**config.mk**
```make
export PLATFORM = sky130hd
export DESIGN_NAME = game_screen_seq_flat
export DESIGN_NICKNAME = d
export VERILOG_FILES = /design/src/rtl/game_screen_seq_if.sv /design/src/rtl/game_screen_seq.sv /design/src/flat_wrapper.sv
export SDC_FILE = /design/constraint.sdc
export NUM_CORES = 1
export LEC_CHECK = 0
export BUFFER_PORTS_ARGS = -buffer_cell sky130_fd_sc_hd__buf_2
export CELL_PAD_IN_SITES_DETAIL_PLACEMENT = 1
export CELL_PAD_IN_SITES_GLOBAL_PLACEMENT = 2
export CORE_ASPECT_RATIO = 0.75
export CORE_MARGIN = 8
export CORE_UTILIZATION = 39
export CTS_BUF_LIST = sky130_fd_sc_hd__clkbuf_4 sky130_fd_sc_hd__clkbuf_8
export CTS_CLUSTER_SIZE = 10
export DETAILED_ROUTE_END_ITERATION = 10
export GPL_ROUTABILITY_DRIVEN = 0
export PLACE_DENSITY_LB_ADDON = 0.1
export SETUP_SLACK_MARGIN = 0.15
export SKIP_LAST_GASP = 1
export SLEW_MARGIN = 10
export SYNTH_ARGS = -nofsm -noshare
export SYNTH_HDL_FRONTEND = slang
export SYNTH_SLANG_ARGS = --single-unit
```
**constraint.sdc**
```tcl
create_clock -name clk_i -period 5.3 [get_ports clk_i]
set_input_delay 0.795 -clock clk_i [delete_from_list [all_inputs] [get_ports clk_i]]
set_output_delay 0.795 -clock clk_i [all_outputs]
set_load 0.005 [all_outputs]
```
**src/rtl/game_screen_seq_if.sv**
```systemverilog
// Screen/game-flow sequencer bundle: per-frame strobe, buttons and event
// pulses in; screen select, level/lives counters and reload strobes out.
// Latency: none (wires only). Backpressure: none, all signals are level/strobe.
// Ports: master = game-side driver (tb / top level), slave = sequencer.
interface game_screen_seq_if #(
  parameter int LVL_W  = 2,
  parameter int LIFE_W = 2
);
  logic              frame_i;
  logic              start_i;
  logic              pause_i;
  logic              died_i;
  logic              cleared_i;
  logic [2:0]        screen_o;
  logic [LVL_W-1:0]  level_o;
  logic [LIFE_W-1:0] lives_o;
  logic              game_run_o;
  logic              level_load_o;
  logic              respawn_o;

  modport master (
    output frame_i, start_i, pause_i, died_i, cleared_i,
    input  screen_o, level_o, lives_o, game_run_o, level_load_o, respawn_o
  );

  modport slave (
    input  frame_i, start_i, pause_i, died_i, cleared_i,
    output screen_o, level_o, lives_o, game_run_o, level_load_o, respawn_o
  );
endinterface

```
**src/rtl/game_screen_seq.sv**
```systemverilog
// Pacman screen/game-flow FSM: title/play/pause/dying/level-clear/game-over/win,
// level + lives counters, maze reload and respawn strobes. Latency: 1 clock
// input-to-output, all outputs registered. Backpressure: none, events never stall.
// Ports: clk_i, reset_ni (async active-low), bus (game_screen_seq_if.slave).
module game_screen_seq #(
  parameter int NUM_LEVELS  = 4,
  parameter int START_LIVES = 3,
  parameter int HOLD_FRAMES = 90,
  parameter int LVL_W       = (NUM_LEVELS > 1) ? $clog2(NUM_LEVELS) : 1,
  parameter int LIFE_W      = $clog2(START_LIVES + 1)
) (
  input  logic              clk_i,
  input  logic              reset_ni,
  game_screen_seq_if.slave  bus
);

  localparam int HOLD_W = $clog2(HOLD_FRAMES + 1);
  localparam logic [HOLD_W-1:0] HOLD_LAST  = HOLD_W'(HOLD_FRAMES - 1);
  localparam logic [LVL_W-1:0]  LEVEL_LAST = LVL_W'(NUM_LEVELS - 1);
  localparam logic [LIFE_W-1:0] LIVES_INIT = LIFE_W'(START_LIVES);

  typedef enum logic [2:0] {
    S_TITLE       = 3'd0,
    S_PLAY        = 3'd1,
    S_PAUSE       = 3'd2,
    S_DYING       = 3'd3,
    S_LEVEL_CLEAR = 3'd4,
    S_GAME_OVER   = 3'd5,
    S_WIN         = 3'd6
  } screen_e;

  screen_e           state_q, state_d;
  logic [LVL_W-1:0]  level_q, level_d;
  logic [LIFE_W-1:0] lives_q, lives_d;
  logic [HOLD_W-1:0] hold_q, hold_d;
  logic              run_q, run_d;
  logic              load_q, load_d;
  logic              respawn_q, respawn_d;
  logic              start_q, pause_q;

  logic start_rise, pause_rise, hold_done;

  assign start_rise = bus.start_i & ~start_q;
  assign pause_rise = bus.pause_i & ~pause_q;
  // Counter value N-1 on a frame strobe is the N-th frame since entry.
  assign hold_done  = bus.frame_i && (hold_q == HOLD_LAST);

  always_comb begin
    state_d   = state_q;
    level_d   = level_q;
    lives_d   = lives_q;
    hold_d    = hold_q;
    load_d    = 1'b0;
    respawn_d = 1'b0;

    case (state_q)
      S_TITLE: begin
        if (start_rise) begin
          state_d = S_PLAY;
          level_d = '0;
          lives_d = LIVES_INIT;
          load_d  = 1'b1;
        end
      end

      S_PLAY: begin
        // died beats cleared beats pause; a dropped cleared is not remembered.
        if (bus.died_i) begin
          state_d = S_DYING;
          lives_d = (lives_q != '0) ? lives_q - 1'b1 : '0;
          hold_d  = '0;
        end else if (bus.cleared_i) begin
          state_d = S_LEVEL_CLEAR;
          hold_d  = '0;
        end else if (pause_rise) begin
          state_d = S_PAUSE;
        end
      end

      S_PAUSE: begin
        if (pause_rise || start_rise) state_d = S_PLAY;
      end

      S_DYING: begin
        if (hold_done) begin
          if (lives_q == '0) begin
            state_d = S_GAME_OVER;
          end else begin
            state_d   = S_PLAY;
            respawn_d = 1'b1;
          end
        end else if (bus.frame_i) begin
          hold_d = hold_q + 1'b1;
        end
      end

      S_LEVEL_CLEAR: begin
        if (hold_done) begin
          if (level_q == LEVEL_LAST) begin
            state_d = S_WIN;
          end else begin
            state_d = S_PLAY;
            level_d = level_q + 1'b1;
            load_d  = 1'b1;
          end
        end else if (bus.frame_i) begin
          hold_d = hold_q + 1'b1;
        end
      end

      S_GAME_OVER, S_WIN: begin
        // Final level/lives stay on screen until the player restarts.
        if (start_rise) state_d = S_TITLE;
      end

      default: state_d = S_TITLE;
    endcase

    run_d = (state_d == S_PLAY);
  end

  always_ff @(posedge clk_i or negedge reset_ni) begin
    if (!reset_ni) begin
      state_q   <= S_TITLE;
      level_q   <= '0;
      lives_q   <= '0;
      hold_q    <= '0;
      run_q     <= 1'b0;
      load_q    <= 1'b0;
      respawn_q <= 1'b0;
      // Reset high so a button held through reset needs a fresh press.
      start_q   <= 1'b1;
      pause_q   <= 1'b1;
    end else begin
      state_q   <= state_d;
      level_q   <= level_d;
      lives_q   <= lives_d;
      hold_q    <= hold_d;
      run_q     <= run_d;
      load_q    <= load_d;
      respawn_q <= respawn_d;
      start_q   <= bus.start_i;
      pause_q   <= bus.pause_i;
    end
  end

  assign bus.screen_o     = state_q;
  assign bus.level_o      = level_q;
  assign bus.lives_o      = lives_q;
  assign bus.game_run_o   = run_q;
  assign bus.level_load_o = load_q;
  assign bus.respawn_o    = respawn_q;

endmodule

```
**src/flat_wrapper.sv**
```systemverilog
// flat-port wrapper written by rule: the top's interface ports become plain ports
module game_screen_seq_flat 
#(
  parameter int NUM_LEVELS  = 4,
  parameter int START_LIVES = 3,
  parameter int HOLD_FRAMES = 90,
  parameter int LVL_W       = (NUM_LEVELS > 1) ? $clog2(NUM_LEVELS) : 1,
  parameter int LIFE_W      = $clog2(START_LIVES + 1)
)
  (clk_i, reset_ni, bus_frame_i, bus_start_i, bus_pause_i, bus_died_i, bus_cleared_i, bus_screen_o, bus_level_o, bus_lives_o, bus_game_run_o, bus_level_load_o, bus_respawn_o);
  game_screen_seq_if #(.LVL_W(LVL_W), .LIFE_W(LIFE_W)) bus_i ();
  input  logic clk_i;
  input  logic reset_ni;
  input wire logic [$bits(bus_i.frame_i)-1:0] bus_frame_i;
  input wire logic [$bits(bus_i.start_i)-1:0] bus_start_i;
  input wire logic [$bits(bus_i.pause_i)-1:0] bus_pause_i;
  input wire logic [$bits(bus_i.died_i)-1:0] bus_died_i;
  input wire logic [$bits(bus_i.cleared_i)-1:0] bus_cleared_i;
  output wire logic [$bits(bus_i.screen_o)-1:0] bus_screen_o;
  output wire logic [$bits(bus_i.level_o)-1:0] bus_level_o;
  output wire logic [$bits(bus_i.lives_o)-1:0] bus_lives_o;
  output wire logic [$bits(bus_i.game_run_o)-1:0] bus_game_run_o;
  output wire logic [$bits(bus_i.level_load_o)-1:0] bus_level_load_o;
  output wire logic [$bits(bus_i.respawn_o)-1:0] bus_respawn_o;
  assign bus_i.frame_i = bus_frame_i;
  assign bus_i.start_i = bus_start_i;
  assign bus_i.pause_i = bus_pause_i;
  assign bus_i.died_i = bus_died_i;
  assign bus_i.cleared_i = bus_cleared_i;
  assign bus_screen_o = bus_i.screen_o;
  assign bus_level_o = bus_i.level_o;
  assign bus_lives_o = bus_i.lives_o;
  assign bus_game_run_o = bus_i.game_run_o;
  assign bus_level_load_o = bus_i.level_load_o;
  assign bus_respawn_o = bus_i.respawn_o;
  game_screen_seq #(.NUM_LEVELS(NUM_LEVELS), .START_LIVES(START_LIVES), .HOLD_FRAMES(HOLD_FRAMES), .LVL_W(LVL_W), .LIFE_W(LIFE_W)) u_core (.clk_i(clk_i), .reset_ni(reset_ni), .bus(bus_i));
endmodule
```
==> results.cfg, run 1 <==
[clock_tree]
cts_buffers = 3
post_cts.repair.setup_buffers = 0
cts.path.max_buffers = 2
clk_latency_ns = 0.26
cts.hold.buffers_added = 0
ctsRootBufferMaster = sky130_fd_sc_hd__clkbuf_8
htreeDepth = 1
ctsResizeCount = 0
clkSinkCount = 19
tritoncts = built
clkTransAtPathRegs_ns = 0.08

[global_route]
grt_overflow_total = 0
global_route.peak_usage_layer = met2
first_global_vias = 946
use_met2_pct = 17.97
grt_antenna_before_repair = 0
use_met1_pct = 17.77
pin_count_of_the_biggest_net_entering_global_routing = 20
grt_use_total_pct = 12.44
global_route.usage.met3_pct = 3.644
grt_pass1_wl_mm = 4.712

[place]
placement.io_buffers = 16
dpl.hpwl_mm = 2.074
preCtsSetupSlack_ns = 3.238

[timing]
drv_slew = 0
timing.clock.skew_ns = 0.004186
final.setup.worst_slack_ns = 3.450
rsz_0062_raised_after_global_routing = false
final.min_clock_period_ns = 1.850
max_freq_ghz = 0.5404
tightest_slew_ns = 0.4590
slew_headroom_pct = 69.40
finalSetupViolCount = 0
hold_viol_final = 0
final.setup.tns_ns = 0
layout_worst_path_cycle_share_pct = 34.91

[setup_path]
reg2reg_setup_slack_ns = 3.45
critPathLaunchType = register
setup.worst_path.start = u_core.hold_q[1]
worstPathCellList = inv_1 -> ha_1 -> and4bb_4 -> nand2_1 -> o31ai_4 -> a31oi_1 -> a211oi_2
path_max_fanout = 6
max_stage_delay_ns = 0.42
r2r-start = u_core.hold_q[1]
critPathKind = register to register
cp_top_family = compound AO/OA/AOI/OAI gates
worst_path_max_delay_cell = sky130_fd_sc_hd__dfrtp_1
cp_data_required_time_ns = 5.47
worst_setup_path_end_kind = register
critical_path_at_ns = 2.02
critical_path_buf_inv_count = 1

[route]
num_vias = 898
initialDrtViolationCount = 82
vias_per_cell = 5.476
drt_pre_antenna_iters = 4
count_of_nets_left_with_antenna_violations_after_detail_routing = 0
post_detailed_route_drc_marker_count = 0
routed_wl_mm = 2.745
drt-wirelength-per-cell_um = 16.74

[worst_hold_path]
min_path_type = input pin to async pin

[logic_synthesis]
synth_sequential_area_ratio_pct = 44.11
synth_edf_count = 0
syn_area_cell_um2 = 9.762
synth_cells = 111
asyncSetResetFlopFracSynth_pct = 100.0
yosys_register_bits = 19
synth_top_flop_cell = sky130_fd_sc_hd__dfrtp_1
syn-num-nets = 121
synth.lib_cells_used.distinct = 36
summed_instance_area_of_the_synthesized_netlist_um2 = 1084
synthesis.yosys.warnings = 0

[floorplanning]
die_h_um = 61.65
pin_count = 17
die_area_um2 = 4738
fp.coreArea_um2 = 2623
floorplan.rows = 16
chipWidth_um = 76.87
start_util_pct = 41.32

[final_layout]
postLayoutCoreUtil_pct = 47.14
insertedDiodeCount = 0
mostFrequentLayoutCell = sky130_fd_sc_hd__dfrtp_1
final_net_count = 139
area_growth_from_synthesis_to_layout_pct = 14.09
most_used_cells_in_the_layout_excluding_fill_and_tap_cells = sky130_fd_sc_hd__dfrtp_1, sky130_fd_sc_hd__buf_2, sky130_fd_sc_hd__nor2_1
post_route_cells_drive_above_1_share_pct = 25.78

[power_and_ir_drop]
power.ir.vdd_worst_v = 0.0002309
total_leakage_power_nw = 0.5507
cellPowerDensity_nw_per_um2 = 444.2

[status]
run_status = complete, no violations

[job]
max_cap_viol_count = 0
## per-stage QoR
stage / power [mW] / std cells / area, um2 / hold slack [ns]
final: 0.5491 / 164 / 1236 / 0.4761
after CTS: 0.5522 / 164 / 1236 / 0.4878
after global placement: 0.4369 / 160 / 1187 / 0.4656
after global routing: 0.5893 / 164 / 1236 / 0.5089
after detailed placement: 0.4419 / 160 / 1187 / 0.4778
after floorplan: 0.3784 / 111 / 1084 / 0.4422
## routing by layer
metal / part of all wire [%] / routed length, um
met1: 56 / 1541
met2: 39 / 1083
met3: 3.9 / 108
met4: 0.36 / 10
met5: 0 / 0
## cells in the mapped netlist (2+ instances only)
master / n / area, um2
sky130_fd_sc_hd__nor2_1: 11 / 41.29
sky130_fd_sc_hd__nor3_1: 3 / 15.01
sky130_fd_sc_hd__nand2b_1: 4 / 25.02
sky130_fd_sc_hd__o21ai_1: 5 / 25.02
sky130_fd_sc_hd__nor3b_1: 2 / 15.01
sky130_fd_sc_hd__dfrtp_1: 17 / 425.4
sky130_fd_sc_hd__nand3b_1: 2 / 15.01
sky130_fd_sc_hd__dfstp_2: 2 / 52.55
sky130_fd_sc_hd__a21oi_1: 5 / 25.02
sky130_fd_sc_hd__nand2_1: 8 / 30.03
sky130_fd_sc_hd__o21ai_0: 8 / 40.04
sky130_fd_sc_hd__and3_1: 3 / 18.77
sky130_fd_sc_hd__buf_2: 2 / 10.01
sky130_fd_sc_hd__ha_1: 3 / 37.54
sky130_fd_sc_hd__nor2b_1: 4 / 25.02
sky130_fd_sc_hd__inv_1: 4 / 15.01
sky130_fd_sc_hd__a31oi_1: 3 / 18.77
sky130_fd_sc_hd__nor2_2: 2 / 12.51
sky130_fd_sc_hd__nand3_1: 4 / 20.02
sky130_fd_sc_hd__nand4_1: 3 / 18.77
## registers in the layout, summed over array words and instances, names as in the netlist
register	flops
u_core.bus.game_run_o	1
u_core.bus.level_load_o	1
u_core.bus.level_o	2
u_core.bus.lives_o	2
u_core.bus.respawn_o	1
u_core.bus.screen_o	3
u_core.hold_q	7
u_core.pause_q	1
u_core.start_q	1
## final cells by class
type | instances | area (um2)
timing repair buffer | 16 | 80.08
multi-input combinational | 85 | 569.3
clock buffer | 4 | 48.80
fill | 313 | 1386
inverter | 4 | 15.01
sequential | 19 | 478.0
tap | 36 | 45.04
## final timing paths
path                                         end  cells after the start
setup reg to reg           u_core.bus.game_run_o                      7
setup / recovery           u_core.bus.game_run_o                      7
min in group clk_i              u_core.hold_q[6]                      1
max in group asynchronous         u_core.pause_q                      1
hold / removal                  u_core.hold_q[1]                      1
hold reg to reg                 u_core.hold_q[6]                      1
## power breakdown
part,internal (mW),switching (mW)
Sequential,0.179,0.0485
Combinational,0.0979,0.116
Clock,0.0586,0.0499
## cell families (layout without fill, tap and decap cells)
group,Yosys count,after routing,share of synthesized area (%)
simple gates,51,51,27.02
buf+inv,7,24,3.348
mux,2,2,2.309
fa+ha+maj,3,3,3.465
compound gates,29,29,19.75
flops,19,19,44.11
(Power assumes the default switching activity.)
==> run 2: changes to the inputs <==
Settings changed: CORE_UTILIZATION 39 to 32.
Clock period 5.3 ns to 1.7 ns, I/O delays scaled along.
==> run 2 against run 1 <==
Net effect:
- routed wire length up 8.1%
- non-clock buffer count up 17
- count of clock-buffer cells in the layout unchanged
- highest routed layer unchanged
==> results.cfg, run 2 (same netlist as run 1, synthesis figures left out) <==
[setup_path]
critPathLaunchType = register
r2r-start = u_core.hold_q[0]
path_max_fanout = 8
critical_path_at_ns = 1.77
worst_path_max_delay_cell = sky130_fd_sc_hd__dfrtp_1
timing.reg2reg.worst_path_depth = 5
worstPathCellList = ha_2 -> and4bb_4 -> a31o_1 -> a2bb2o_4 -> mux2_4
worst_r2r_endpoint = u_core.hold_q[0]
critPathKind = register to register
cp_data_required_time_ns = 1.85
reg2reg_setup_slack_ns = 0.07
max_stage_delay_ns = 0.40
worst_setup_path_end_kind = register

[worst_hold_path]
min_path_type = input pin to register
holdPathEnd = u_core.pause_q
hold_path_startpoint = bus_pause_i
timing.hold.worst_path_depth = 1

[clock_tree]
tritoncts = built
clk_latency_ns = 0.26
htreeDepth = 1
clkSinkCount = 19
clkTransAtPathRegs_ns = 0.07
cts.path.max_buffers = 2
cts_buffers = 3
ctsRootBufferMaster = sky130_fd_sc_hd__clkbuf_8

[timing]
slew_headroom_pct = 70.51
drv_slew = 0
layout_worst_path_cycle_share_pct = 95.74
final.setup.tns_ns = 0
timing.clock.skew_ns = 0.0009629
finalSetupViolCount = 0
max_freq_ghz = 0.6144
tightest_slew_ns = 0.4423
final.min_clock_period_ns = 1.628
rsz_0062_raised_after_global_routing = true
hold_viol_final = 0

[power_and_ir_drop]
p_total_mw = 1.925
total_leakage_power_nw = 0.6553
sequentialPowerShare_pct = 34.7
power.ir.vdd_worst_v = 0.0004713
cellPowerDensity_nw_per_um2 = 1358
power.switching_uw = 719.1
power_frac_comb_pct = 47.8
power.share.clock_pct = 17.5
sw_frac_of_total_pct = 37.36
pint_mw = 1.206

[route]
drt_pre_antenna_iters = 4
highest_layer = met4
num_vias = 920
met1_length_mm = 1.667
post_detailed_route_drc_marker_count = 0
wl_met2_mm = 1.182
vias_per_cell = 4.973
routed_wl_mm = 2.968
initialDrtViolationCount = 32
wl_met3_um = 99
drt-wirelength-per-cell_um = 16.04
count_of_nets_left_with_antenna_violations_after_detail_routing = 0

[floorplanning]
die_h_um = 66.40
pin_count = 17
fp.coreArea_um2 = 3266
chipWidth_um = 83.19
floorplan.rows = 18
start_util_pct = 33.18
die_area_um2 = 5523

[final_layout]
mostFrequentLayoutCell = sky130_fd_sc_hd__buf_2
most_used_cells_in_the_layout_excluding_fill_and_tap_cells = sky130_fd_sc_hd__buf_2, sky130_fd_sc_hd__dfrtp_1, sky130_fd_sc_hd__buf_4
post_route_cells_drive_above_1_share_pct = 40.00
largest_register = u_core.hold_q
final_net_count = 156
instances_no_fill = 185
insertedDiodeCount = 0
postLayoutCoreUtil_pct = 43.41
area_growth_from_synthesis_to_layout_pct = 30.83
largest_register_ff_count = 7

[global_route]
grt_antenna_before_repair = 0
first_global_vias = 1006
pin_count_of_the_biggest_net_entering_global_routing = 20
grt_pass1_wl_mm = 5.140
grt_use_total_pct = 11.58
grt_overflow_total = 0

[status]
run_status = complete, no violations

[place]
placement.io_buffers = 16
placed_cell_count = 175
dpl.hpwl_mm = 2.183

[job]
max_cap_viol_count = 0
-- run 2: cell count changes in the layout (fill, tap and decap cells not counted), sizes merged --
cell,before,now
buf,16,32
dlygate4sd3,0,1
-- run 2: worst max-delay path by stage --
stage	startpoint	cells after the start	slack [ns]	end
global route	u_core.hold_q[0]	5	0.02	u_core.hold_q[0]
global placement	u_core.bus.screen_o[1]	4	0.02	u_core.hold_q[0]
finish	u_core.hold_q[0]	5	0.07	u_core.hold_q[0]
detailed placement	u_core.hold_q[1]	7	0.01	u_core.bus.game_run_o
CTS	u_core.hold_q[1]	6	0.09	u_core.hold_q[0]
floorplan	u_core.hold_q[0]	6	0.06	u_core.hold_q[0]
-- run 2: cell type report --
cell class / count / area, um2
Clock buffer: 4 / 48.80
Sequential cell: 19 / 481.7
Multi-Input combinational cell: 85 / 606.8
Inverter: 4 / 15.01
Tap cell: 40 / 50.05
Timing Repair Buffer: 33 / 215.2
Fill cell: 374 / 1848
-- run 2: metal layers --
layer | GRT usage [%] | vias to the layer above
li1 | - | 474
met1 | 16.32 | 429
met2 | 16.75 | 15
met3 | 3.818 | 2
met4 | 1.965 | 0
met5 | 0 | -
-- run 2: power by group through the flow --
stage / combinational, mW / sequential (mW) / clock [mW]
final: 0.921 / 0.668 / 0.336
after global routing: 1.02 / 0.691 / 0.372
after CTS: 0.904 / 0.667 / 0.354
after detailed placement: 0.813 / 0.696 / 0
after global placement: 0.807 / 0.694 / 0
after floorplan: 0.541 / 0.660 / 0
-- run 2: repair_timing --
| item | in CTS | in global routing |
|---|---|---|
| buffers inserted | 4 | 1 |
| gates resized for setup | 10 | 3 |
| setup endpoints to repair | 11 | 10 |
| pin swaps | 5 | 1 |
| endpoints found under the hold margin | 17 | 0 |
| hold buffers | 1 | 0 |
-- run 2: stage by stage --
step | cell area, um2 | hold slack, ns | worst slack [ns]
after floorplan | 1094 | -0.04059 | 0.06377
after global placement | 1285 | 0.2265 | 0.01558
after detailed placement | 1285 | 0.2265 | 0.01050
after CTS | 1401 | 0.09010 | 0.08986
after global routing | 1418 | 0.08761 | 0.01914
final | 1418 | 0.09847 | 0.07238
-- run 2: critical path: cells and delay by family (launching register included) --
family | cells | cell delay [ns]
AOI/OAI and AO/OA | 2 | 0.48
DFF | 1 | 0.40
muxes | 1 | 0.26
and+or+nand+nor | 1 | 0.21
adders and majority gates | 1 | 0.17
